==> src/rtl/uart_tx_arbiter_if.sv <==
// uart_tx_arbiter_if: launch/status handshake between the UART TX arbiter and
// the shared 8N1 transmitter. Signal directions are named from the arbiter side.
interface uart_tx_arbiter_if;
  logic       o_TX_DV;
  logic [7:0] o_TX_Byte;
  logic       i_TX_Active;
  logic       i_TX_Done;

  modport master (
    output o_TX_DV,
    output o_TX_Byte,
    input  i_TX_Active,
    input  i_TX_Done
  );

  modport slave (
    input  o_TX_DV,
    input  o_TX_Byte,
    output i_TX_Active,
    output i_TX_Done
  );
endinterface

==> src/rtl/uart_tx_arbiter.sv <==
// uart_tx_arbiter: shares one 8N1 UART transmitter among NUM_REQ byte producers.
// Round-robin grant, one-cycle launch pulse, completion tracking on the rising
// edge of the transmitter's done flag, and a per-frame timeout.
// Optional macro UART_ARB_LOCK_EN adds i_Lock so a locked owner is re-granted
// ahead of the round-robin scan (at most 16 consecutive grants per run).
module uart_tx_arbiter #(
  parameter int NUM_REQ        = 4,
  parameter int TIMEOUT_CYCLES = 2604,
  parameter int GAP_CYCLES     = 1
) (
  input  logic                       i_Clock,
  input  logic                       i_Rst_L,
  input  logic [NUM_REQ-1:0]         i_Req,
  input  logic [8*NUM_REQ-1:0]       i_Req_Byte,
`ifdef UART_ARB_LOCK_EN
  input  logic [NUM_REQ-1:0]         i_Lock,
`endif
  output logic [NUM_REQ-1:0]         o_Req_Ack,
  output logic [NUM_REQ-1:0]         o_Req_Done,
  output logic                       o_Timeout,
  output logic                       o_Busy,
  output logic [$clog2(NUM_REQ)-1:0] o_Owner,
  uart_tx_arbiter_if.master          tx
);

  localparam int IDX_W   = $clog2(NUM_REQ);
  localparam int CNT_MAX = (TIMEOUT_CYCLES > GAP_CYCLES) ? TIMEOUT_CYCLES : GAP_CYCLES;
  localparam int CNT_W   = $clog2(CNT_MAX + 1);

  typedef enum logic [1:0] {IDLE, LAUNCH, WAIT_DONE, GAP} state_t;

  state_t           r_State;
  state_t           w_NextState;
  logic [IDX_W-1:0] r_Ptr;
  logic [IDX_W-1:0] r_Owner;
  logic [IDX_W-1:0] w_Winner;
  logic [7:0]       r_TxByte;
  logic [7:0]       w_ByteArr [NUM_REQ];
  logic [CNT_W-1:0] r_Cnt;
  logic             r_DoneD;
  logic             w_DoneRise;
  logic             w_Grant;
  logic             w_Found;
  logic             w_TimeoutHit;
  logic             w_GapDone;

`ifdef UART_ARB_LOCK_EN
  logic [4:0]       r_LockRun;
  logic             r_LockBlock;
  logic             w_LockHit;

  // The current owner may jump the queue while it holds its lock, has a new byte,
  // has not used up its run of 16 grants and its last frame did not time out.
  assign w_LockHit = i_Lock[r_Owner] & i_Req[r_Owner] & (r_LockRun < 5'd16) & ~r_LockBlock;
`endif

  // Only a fresh rising edge of done completes a frame; a held-high flag is ignored.
  assign w_DoneRise   = tx.i_TX_Done & ~r_DoneD;
  assign w_TimeoutHit = (int'(r_Cnt) + 1 == TIMEOUT_CYCLES);
  assign w_GapDone    = (int'(r_Cnt) + 1 >= GAP_CYCLES);

  assign o_Owner      = r_Owner;
  assign tx.o_TX_Byte = r_TxByte;
  assign tx.o_TX_DV   = (r_State == LAUNCH);

  // Unpack the flat byte bus and pick the first requester after the pointer.
  always_comb begin
    w_Found  = 1'b0;
    w_Winner = r_Ptr;
    for (int k = 0; k < NUM_REQ; k++) begin
      w_ByteArr[k] = i_Req_Byte[8*k +: 8];
    end
    for (int i = 1; i <= NUM_REQ; i++) begin
      if (!w_Found && i_Req[IDX_W'((int'(r_Ptr) + i) % NUM_REQ)]) begin
        w_Found  = 1'b1;
        w_Winner = IDX_W'((int'(r_Ptr) + i) % NUM_REQ);
      end
    end
`ifdef UART_ARB_LOCK_EN
    if (w_LockHit) begin
      w_Winner = r_Owner;
    end
`endif
  end

  // State register.
  always_ff @(posedge i_Clock or negedge i_Rst_L) begin
    if (!i_Rst_L) begin
      r_State <= IDLE;
    end else begin
      r_State <= w_NextState;
    end
  end

  // Next state plus the one-cycle ack/done/timeout pulses.
  always_comb begin
    w_NextState = r_State;
    w_Grant     = 1'b0;
    o_Req_Ack   = '0;
    o_Req_Done  = '0;
    o_Timeout   = 1'b0;
    o_Busy      = (r_State != IDLE);
    unique case (r_State)
      IDLE: begin
        // Gating with i_Rst_L keeps the combinational ack quiet during reset.
        if (i_Rst_L && (|i_Req) && !tx.i_TX_Active && !tx.i_TX_Done) begin
          w_Grant             = 1'b1;
          o_Req_Ack[w_Winner] = 1'b1;
          o_Busy              = 1'b1;
          w_NextState         = LAUNCH;
        end
      end
      LAUNCH: begin
        w_NextState = WAIT_DONE;
      end
      WAIT_DONE: begin
        if (w_DoneRise) begin
          o_Req_Done[r_Owner] = 1'b1;
          w_NextState         = GAP;
        end else if (w_TimeoutHit) begin
          o_Timeout   = 1'b1;
          w_NextState = GAP;
        end
      end
      GAP: begin
        if (w_GapDone && !tx.i_TX_Done) begin
          w_NextState = IDLE;
        end
      end
      default: begin
        w_NextState = IDLE;
      end
    endcase
  end

  // Grant bookkeeping, done-edge history and the shared timeout/gap counter.
  always_ff @(posedge i_Clock or negedge i_Rst_L) begin
    if (!i_Rst_L) begin
      r_Ptr       <= IDX_W'(NUM_REQ - 1);
      r_Owner     <= '0;
      r_TxByte    <= '0;
      r_Cnt       <= '0;
      r_DoneD     <= 1'b0;
`ifdef UART_ARB_LOCK_EN
      r_LockRun   <= '0;
      r_LockBlock <= 1'b0;
`endif
    end else begin
      r_DoneD <= tx.i_TX_Done;
      if (w_Grant) begin
        r_TxByte <= w_ByteArr[w_Winner];
        r_Owner  <= w_Winner;
        r_Ptr    <= w_Winner;
      end
      unique case (r_State)
        WAIT_DONE: r_Cnt <= (w_NextState == GAP) ? '0 : r_Cnt + 1'b1;
        GAP:       if (!w_GapDone) r_Cnt <= r_Cnt + 1'b1;
        default:   r_Cnt <= '0;
      endcase
`ifdef UART_ARB_LOCK_EN
      if (w_Grant) begin
        r_LockRun   <= w_LockHit ? r_LockRun + 5'd1 : 5'd1;
        r_LockBlock <= 1'b0;
      end else if (o_Timeout) begin
        r_LockBlock <= 1'b1;
      end
`endif
    end
  end

endmodule

==> src/flat_wrapper.sv <==
// flat-port wrapper written by rule: the top's interface ports become plain ports
module uart_tx_arbiter_flat 
#(
  parameter int NUM_REQ        = 4,
  parameter int TIMEOUT_CYCLES = 2604,
  parameter int GAP_CYCLES     = 1
)
  (i_Clock, i_Rst_L, i_Req, i_Req_Byte, o_Req_Ack, o_Req_Done, o_Timeout, o_Busy, o_Owner, tx_o_TX_DV, tx_o_TX_Byte, tx_i_TX_Active, tx_i_TX_Done);
  uart_tx_arbiter_if tx_i ();
  input  logic i_Clock;
  input  logic i_Rst_L;
  input  logic [NUM_REQ-1:0] i_Req;
  input  logic [8*NUM_REQ-1:0] i_Req_Byte;
  output logic [NUM_REQ-1:0] o_Req_Ack;
  output logic [NUM_REQ-1:0] o_Req_Done;
  output logic o_Timeout;
  output logic o_Busy;
  output logic [$clog2(NUM_REQ)-1:0] o_Owner;
  output wire logic [$bits(tx_i.o_TX_DV)-1:0] tx_o_TX_DV;
  output wire logic [$bits(tx_i.o_TX_Byte)-1:0] tx_o_TX_Byte;
  input wire logic [$bits(tx_i.i_TX_Active)-1:0] tx_i_TX_Active;
  input wire logic [$bits(tx_i.i_TX_Done)-1:0] tx_i_TX_Done;
  assign tx_o_TX_DV = tx_i.o_TX_DV;
  assign tx_o_TX_Byte = tx_i.o_TX_Byte;
  assign tx_i.i_TX_Active = tx_i_TX_Active;
  assign tx_i.i_TX_Done = tx_i_TX_Done;
  uart_tx_arbiter #(.NUM_REQ(NUM_REQ), .TIMEOUT_CYCLES(TIMEOUT_CYCLES), .GAP_CYCLES(GAP_CYCLES)) u_core (.i_Clock(i_Clock), .i_Rst_L(i_Rst_L), .i_Req(i_Req), .i_Req_Byte(i_Req_Byte), .o_Req_Ack(o_Req_Ack), .o_Req_Done(o_Req_Done), .o_Timeout(o_Timeout), .o_Busy(o_Busy), .o_Owner(o_Owner), .tx(tx_i));
endmodule
==> config.mk <==
export PLATFORM = sky130hd
export DESIGN_NAME = uart_tx_arbiter_flat
export DESIGN_NICKNAME = d
export VERILOG_FILES = /design/src/rtl/uart_tx_arbiter_if.sv /design/src/rtl/uart_tx_arbiter.sv /design/src/flat_wrapper.sv
export SDC_FILE = /design/constraint.sdc
export NUM_CORES = 1
export LEC_CHECK = 0
export CAP_MARGIN = 20
export CELL_PAD_IN_SITES_DETAIL_PLACEMENT = 1
export CELL_PAD_IN_SITES_GLOBAL_PLACEMENT = 2
export CORE_ASPECT_RATIO = 0.6
export CORE_MARGIN = 1.5
export CORE_UTILIZATION = 30
export CTS_CLUSTER_DIAMETER = 80
export DETAILED_ROUTE_END_ITERATION = 8
export PLACE_DENSITY_LB_ADDON = 0.1
export SYNTH_ARGS = -nofsm -noshare
export SYNTH_HDL_FRONTEND = slang
export SYNTH_SLANG_ARGS = --single-unit
==> constraint.sdc <==
create_clock -name i_Clock -period 5.6 [get_ports i_Clock]
set_input_delay 1.12 -clock i_Clock [delete_from_list [all_inputs] [get_ports i_Clock]]
set_output_delay 1.12 -clock i_Clock [all_outputs]
set_load 0.01 [all_outputs]
=== After elaboration in Yosys (flattened, before gate mapping) ===
Index checks and enable logic that the tools add are counted.
W data, S select, Z words.

* Div/mod/pow operators: 0
* Shift-type cells: 0
* Muxes and demuxes: 45
* Order comparisons: 10
* Equal/unequal tests: 6
* Reductions and logical operators: 17
* $add $sub $neg: 6
* Bitwise gates (word level): 3
* $mul: 0

{| class="wikitable"
|+ Operators by type and width
! kind !! number
|-
| $eq A32 B13 Y1 const B || 1
|-
| $ge A32 B2 Y1 const B || 1
|-
| $mux W12 || 2
|-
| $pmux W12 S2 || 1
|-
| $mux W1 || 20
|-
| $bmux W8 S2 || 1
|-
| $lt A2 B4 Y1 const B || 4
|-
| $mux W2 || 8
|-
| $mux W4 || 4
|-
| $mux W8 || 2
|-
| $add A12 B1 Y13 const B || 1
|-
| $add A12 B1 Y12 const B || 1
|-
| $logic_and A1 B1 Y1 || 9
|-
| $bmux W1 S2 || 4
|-
| $pmux W2 S4 || 1
|-
| $eq A2 B2 Y1 const B || 3
|-
| $lt A2 B3 Y1 const B || 2
|-
| $logic_not A1 Y1 || 5
|-
| $add A2 B1 Y2 const B || 2
|-
| $add A2 B2 Y2 const B || 2
|-
| $demux W1 S2 || 2
|-
| $ge A2 B1 Y1 const B || 2
|-
| $reduce_or A4 Y1 || 1
|-
| $ge A3 B3 Y1 const B || 1
|-
| 7 further kinds || 7
|}

* Word-level logic and storage cells: 93
* Latch bits: 0
* Bits in writable memories: 0
* Bits of input ports: 40
* Memories: 0
* Memory bits (read-only): 0
* Bits in registers: 27
* Output and inout port bits: 21

=== Depth between registers and ports, before layout ===
Gate-level depths: netlist of the first run.

* Depth after elaboration: 20
* Mapped depth: 8
* Gate-level depth less buffers: 7

=== Worst setup path after synthesis of the first run ===
Ideal clock, no wire load.

* Path kind: input port to output port
* From: input port tx_i_TX_Done
* To: output port o_Req_Ack[2]
* Arrival time: 2.643 ns
* Stages on the path: 5
* Slack: 1.837 ns
* Data required time: 4.480 ns
* Path buffers: 2
* Cells stage by stage: or4b_1 -> or3_1 -> clkbuf_1 -> clkbuf_1 -> nor3_1

* Word-level cells in the longest chain between the ends: 4

{| class="wikitable"
|+ RTL lines
! item !! RTL line !! source
|-
| start: declaration || flat_wrapper.sv:22 || <nowiki>input wire logic [$bits(tx_i.i_TX_Done)-1:0] tx_i_TX_Done;</nowiki>
|-
| $logic_not A1 Y1 || uart_tx_arbiter.sv:106 || <nowiki>if (i_Rst_L && (|i_Req) && !tx.i_TX_Active && !tx.i_TX_Done) begin</nowiki>
|-
| $logic_and A1 B1 Y1 || uart_tx_arbiter.sv:106 ||
|-
| $mux W4 || uart_tx_arbiter.sv:106 ||
|-
| $mux W4 || uart_tx_arbiter.sv:103 || <nowiki>unique case (r_State)</nowiki>
|-
| end: declaration || flat_wrapper.sv:14 || <nowiki>output logic [NUM_REQ-1:0] o_Req_Ack;</nowiki>
|}

No other way between the ends.

=== Final worst setup path of the first run ===
* From: input port i_Req[2]
* To: output port o_Req_Ack[3]

* Word-level cells in the longest chain between the ends: 19
* Elaborated cells between the ends (all ways): 36

{| class="wikitable"
|+ RTL lines
! item !! RTL line !! source
|-
| start: declaration || flat_wrapper.sv:12 || <nowiki>input logic [NUM_REQ-1:0] i_Req;</nowiki>
|-
| $bmux W1 S2 || uart_tx_arbiter.sv:74 || <nowiki>if (!w_Found && i_Req[IDX_W'((int'(r_Ptr) + i) % NUM_REQ)]) begin</nowiki>
|-
| $mux W1 (not written as such) (2 in a row) || uart_tx_arbiter.sv:74 ||
|-
| $mux W1 || uart_tx_arbiter.sv:74 ||
|-
| $logic_not A1 Y1 || uart_tx_arbiter.sv:74 ||
|-
| $logic_and A1 B1 Y1 || uart_tx_arbiter.sv:74 ||
|-
| $mux W1 || uart_tx_arbiter.sv:74 ||
|-
| $logic_not A1 Y1 || uart_tx_arbiter.sv:74 ||
|-
| $logic_and A1 B1 Y1 || uart_tx_arbiter.sv:74 ||
|-
| [2 not listed] || -- ||
|-
| $logic_and A1 B1 Y1 || uart_tx_arbiter.sv:74 ||
|-
| $mux W2 || uart_tx_arbiter.sv:74 ||
|-
| $lt A2 B3 Y1 (not written as such) or $ge A2 B1 Y1 (tied branches) || uart_tx_arbiter.sv:108 || <nowiki>o_Req_Ack[w_Winner] = 1'b1;</nowiki>
|-
| $logic_and A1 B1 Y1 (not written as such) || uart_tx_arbiter.sv:108 ||
|-
| $mux W1 (not written as such) || uart_tx_arbiter.sv:108 ||
|-
| $demux W1 S2 || -- ||
|-
| $mux W4 * || uart_tx_arbiter.sv:106 ||
|-
| $mux W4 * || uart_tx_arbiter.sv:103 ||
|}

Every way passes the cells marked *; elsewhere a longest branch is shown, timed or not. The select of a mux whose other input is x is not followed.

==> results.cfg, run 1 <==
[sta]
relSlewSlack = 0.373
slew_violations = 0
fmax_mhz = 217
min_period_over_period = 0.821
period_needed_ns = 4.60
worst_pin_slew_ns = 0.938
holdWs_ns = 0.481
hold_viol = 0
tns_ns = 0
rsz0062_at_grt = false
setup_viol = 0
clock_skew_ns = 0.00519

[routing]
drtPass1Iterations = 4
dr_wl_met2_um = 2690
drc = 0
wl_um = 6300
top_layer_used = met4
wl_per_cell_um = 17.5
wl_met1_um = 3320
vias = 1928
wl_met3_um = 265
antenna_left = 0
viasPerCell = 5.37
drt_iter0_markers = 98

[yosys]
synth_edf_count = 0
yosysUniqueCellTypes = 55
synthAdderAreaFrac = 0.0183
synthesis.nets = 265
synth_xor_area_frac = 0.0213
synth_top_family_by_area = simple AND/OR/NAND/NOR gates
ys_warn_count = 0
synth_compound_area_frac = 0.190
syn-cell-area_um2 = 2060
async_flop_share = 1.00
syn_area_per_cell_um2 = 9.26
ys_seq_elements = 27
synth_mux_area_frac = 0.141
ys.flop_type = dfrtp_1
ys_seq_area_frac = 0.330
yosys.area_share.simple = 0.235
synth_cells = 222

[global_route]
antenna_found_initial = 0
grt_pass1_vias = 1797
grt_max_degree = 28
grt-ovfl-total = 0
grt_first_pass_wirelength_um = 9690
grt_usage = 0.175

[critical_path]
path_cells = clkdlybuf4s50_1 > nor4_1 > or4b_1 > or3_1 > nor2_1 > and2_1 > clkdlybuf4s50_1
slowest_stage = clkdlybuf4s50_1
worst_ep_arrival_time_ns = 3.48
cp-end-kind = output port
worstPathMaxFanout = 4
crit_top_cell = clkdlybuf4s50_1
ff2ff_setup_slack_ns = 2.64
cp_top_family = simple AND/OR/NAND/NOR gates
path_class = input port to output port
crit_buf_inv = 2
max_stage_delay_ns = 0.53
start_kind = input port
required_ns = 4.48

[cts]
cts_setup_buffers = 0
cts.sinks = 27
cts.htree.levels = 1
cts_tree = yes
hold_buffers = 0
cts_buffer_depth = 2
clock-root-buffer = clkbuf_16
numCtsBuffers = 3
post_cts_resized = 0
path_clk_slew_ns = 0.07
worstSkewPairLatency_ns = 0.26

[place]
place_congestion = 0.782
io_buffer_count = 60
dp_hpwl_um = 4940

[floorplanning]
row_count = 23
coreArea_um2 = 6650
die-area_um2 = 7370
die_w_um = 110
fp.dieH_um = 67.1
pin_count = 61
initial_core_util = 0.309

[flow_run]
drv_cap = 0

[cells_and_area]
final_cell_mix = clkdlybuf4s50_1 (60), dfrtp_1 (25), mux2i_1 (20)
layout-drive-gt1-share = 0.125
n_antenna_cell = 0
area_growth_pct = 34.9
final_common_cell = clkdlybuf4s50_1
n_fill_cell = 778
nNetsFinal = 316

[pwr]
powerDensity_nw_per_um2 = 363
vdd_ir_drop_max_mv = 0.141
leakage_nw = 1.12

[run_status]
outcome = finished, final reports clean

[worst_hold_path]
hold_class = register to register
## path summary, 6_finish.rpt
check | endpoint | depth (start not counted) | from
max in group asynchronous | u_core.r_Ptr[1] | 2 | i_Rst_L
min in group asynchronous | u_core.r_Cnt[0] | 2 | i_Rst_L
setup reg to reg | u_core.r_Cnt[3] | 7 | u_core.r_Cnt[0]
hold / removal | u_core.tx.o_TX_Byte[2] | 2 | u_core.tx.o_TX_Byte[2]
hold reg to reg | u_core.tx.o_TX_Byte[2] | 2 | u_core.tx.o_TX_Byte[2]
setup / recovery | o_Req_Ack[3] | 7 | i_Req[2]
## cells in the mapped netlist, types with 6 or more instances
master | n | share of area
nor2_1 | 11 | 0.020
mux2_2 | 8 | 0.044
a21oi_1 | 6 | 0.015
nand2_1 | 18 | 0.033
nand3_1 | 10 | 0.024
mux2i_1 | 20 | 0.097
clkbuf_1 | 8 | 0.015
dfrtp_1 | 25 | 0.30
inv_1 | 6 | 0.011
o21ai_0 | 11 | 0.027
a31oi_1 | 7 | 0.021
## layer usage
metal / track usage / vias up
li1: - / 928
met1: 0.278 / 963
met2: 0.245 / 35
met3: 0.0294 / 2
met4: 0.0244 / 0
met5: 0 / -
## where the power goes
part	internal (mW)	leakage, nW	total (mW)	switching, mW
sequential	0.259	0.345	0.339	0.0802
combinational	0.251	0.738	0.505	0.254
clock	0.0974	0.0382	0.162	0.0645
## logic make-up (layout without fill, tap and decap cells)
family	Yosys count	after routing
flops	27	27
simple gates	84	84
compound gates	51	51
buf+inv	24	74
xor+xnor	5	5
fa+ha+maj	3	3
mux	28	28
## worst min-delay path, cell delays in order (launching register included)
cell	delay (ns)
dfrtp_1	0.34
nand2_1	0.04
o21ai_0	0.06
## final cells by class
| class | count | area, µm² | area share |
|---|---|---|---|
| tap | 87 | 109 | 0.0392 |
| sequential | 27 | 678 | 0.244 |
| timing repair buffer | 64 | 631 | 0.227 |
| clock buffer | 4 | 78.8 | 0.0284 |
| multi-input combinational | 171 | 1250 | 0.452 |
| inverter | 6 | 22.5 | 0.00812 |
## stage by stage
step	cells	instance area, µm²	power, mW	setup WS [ns]	utilization
2_1_floorplan	222	2060	0.644	1.84	-
4_1_cts	359	2770	1.02	0.970	0.417
6_report	359	2770	1.01	1.00	0.417
5_1_grt	359	2770	1.08	0.823	0.417
3_3_place_gp	355	2700	0.845	1.00	0.405
3_5_place_dp	355	2700	0.849	0.983	0.405
## registers in the layout, indices dropped and copies added (netlist names)
signal,flops
u_core.tx.o_TX_Byte,8
u_core.r_State,2
u_core.r_Cnt,12
u_core.r_Ptr,2
u_core.r_DoneD,1
u_core.o_Owner,2
Power figures use the tool's default switching activity.
==> run 2, diff against run 1 <==
--- a/config.mk
+++ b/config.mk
@@ -10,7 +10,7 @@
 export CELL_PAD_IN_SITES_GLOBAL_PLACEMENT = 2
 export CORE_ASPECT_RATIO = 0.6
 export CORE_MARGIN = 1.5
-export CORE_UTILIZATION = 30
+export CORE_UTILIZATION = 25
 export CTS_CLUSTER_DIAMETER = 80
 export DETAILED_ROUTE_END_ITERATION = 8
 export PLACE_DENSITY_LB_ADDON = 0.1
==> constraint.sdc (replaced) <==
create_clock -name i_Clock -period 4.2 [get_ports i_Clock]
set_input_delay 0.84 -clock i_Clock [delete_from_list [all_inputs] [get_ports i_Clock]]
set_output_delay 0.84 -clock i_Clock [all_outputs]
set_load 0.01 [all_outputs]
==> results.cfg, run 2 (synthesis gave the netlist of run 1 again) <==
[run_status]
outcome = finished, final reports clean

[floorplanning]
fp.dieH_um = 73.2
pin_count = 61
row_count = 25
die_w_um = 120
initial_core_util = 0.260
coreArea_um2 = 7910
die-area_um2 = 8790

[critical_path]
path_cells = clkdlybuf4s50_1 > nor4_1 > or4b_1 > or3_4 > nand2b_1 > nor2b_1 > clkdlybuf4s50_1
max_stage_delay_ns = 0.53
required_ns = 3.36
crit_top_cell = clkdlybuf4s50_1
ff2ff_setup_slack_ns = 1.30
worst_ep_arrival_time_ns = 3.18
reg2reg_depth = 7
path_class = input port to output port
cp-end-kind = output port
start_kind = input port
slowest_stage = clkdlybuf4s50_1
worstPathMaxFanout = 5

[pwr]
leakage_nw = 1.14
p_total_mw = 1.36
vdd_ir_drop_max_mv = 0.210
powerDensity_nw_per_um2 = 480

[cts]
numCtsBuffers = 3
cts_tree = yes
cts.htree.levels = 1
clock-root-buffer = clkbuf_16
hold_buffers = 0
path_clk_slew_ns = 0.07
cts.sinks = 27
cts_buffer_depth = 2
worstSkewPairLatency_ns = 0.27
cts_setup_buffers = 0
post_cts_resized = 0

[sta]
worst_pin_slew_ns = 0.921
relSlewSlack = 0.384
min_period_over_period = 0.956
setup_viol = 0
clock_skew_ns = 0.00847
slew_violations = 0
fmax_mhz = 249
hold_viol = 0
rsz0062_at_grt = false
tns_ns = 0
period_needed_ns = 4.02

[cells_and_area]
n_antenna_cell = 0
area_growth_pct = 37.9
final_common_cell = clkdlybuf4s50_1
final_cell_mix = clkdlybuf4s50_1 (60), dfrtp_1 (25), mux2i_1 (20)
nNetsFinal = 320
multi_input_area_um2 = 1260
layout-drive-gt1-share = 0.141
seqCellArea_um2 = 678
largest_register_ffs = 12
regMostFlops = u_core.r_Cnt
final_area_um2 = 2840
n_fill_cell = 912

[worst_hold_path]
hold_class = register to register
worstHoldPathCells = 2

[place]
place_congestion = 0.720
post_dp_cell_area_um2 = 2750
dp_hpwl_um = 5130
io_buffer_count = 60

[routing]
viasPerCell = 4.96
wl_per_cell_um = 17.1
vias = 1903
drc = 0
drtPass1Iterations = 4
wl_um = 6560
drt_iter0_markers = 76
antenna_left = 0

[global_route]
grt_first_pass_wirelength_um = 10400
grt_usage = 0.154
grt_max_degree = 28
grt_pass1_vias = 1853
grt-ovfl-total = 0
antenna_found_initial = 0

[flow_run]
drv_cap = 0
-- run 2: cell count changes in the layout (fill, tap and decap cells not counted) --
cell   delta
buf_4     +4
or3_1     -1
or3_4     +1
-- run 2: final timing paths --
| kind | startpoint | endpoint |
|---|---|---|
| worst max-delay path | i_Req[1] | o_Req_Ack[1] |
| worst min-delay path | u_core.tx.o_TX_Byte[0] | u_core.tx.o_TX_Byte[0] |
| worst max register to register | u_core.r_Cnt[0] | u_core.r_Cnt[10] |
| worst min register to register | u_core.tx.o_TX_Byte[0] | u_core.tx.o_TX_Byte[0] |
| max in group asynchronous | i_Rst_L | u_core.r_Ptr[0] |
| min in group asynchronous | i_Rst_L | u_core.r_Cnt[1] |
-- run 2: cell type report --
cell class / count / area share
Sequential cell: 27 / 0.239
Clock buffer: 4 / 0.0278
Inverter: 6 / 0.00794
Timing Repair Buffer: 68 / 0.233
Multi-Input combinational cell: 171 / 0.444
Tap cell: 108 / 0.0477
-- run 2: power breakdown --
group	leakage (nW)	total, mW	switching (mW)	internal, mW
clock	0.0382	0.230	0.0997	0.131
combinational	0.758	0.681	0.343	0.337
sequential	0.345	0.451	0.106	0.345
-- run 2: routing by layer --
layer | global-route usage | routed length (µm) | share of wire | up-vias
li1 | - | - | - | 939
met3 | 0.0398 | 342 | 0.052 | 5
met4 | 0.0198 | 30 | 0.0046 | 0
met5 | 0 | 0 | 0 | -
met2 | 0.218 | 2690 | 0.41 | 41
met1 | 0.236 | 3490 | 0.53 | 918
-- run 2: worst max-delay path, delay by kind of cell --
kind,cells,cell delay [ns]
buffers and inverters,2,1.06
and+or+nand+nor,5,1.28
-- run 2: metrics by stage --
step	util	worst slack, ns	cells	hold slack (ns)
after floorplan	-	0.997	222	0.508
after global placement	0.348	0.155	380	0.464
after detailed placement	0.348	0.0961	380	0.479
after CTS	0.358	0.0918	384	0.494
after global routing	0.358	0.0298	384	0.528
final	0.358	0.184	384	0.484
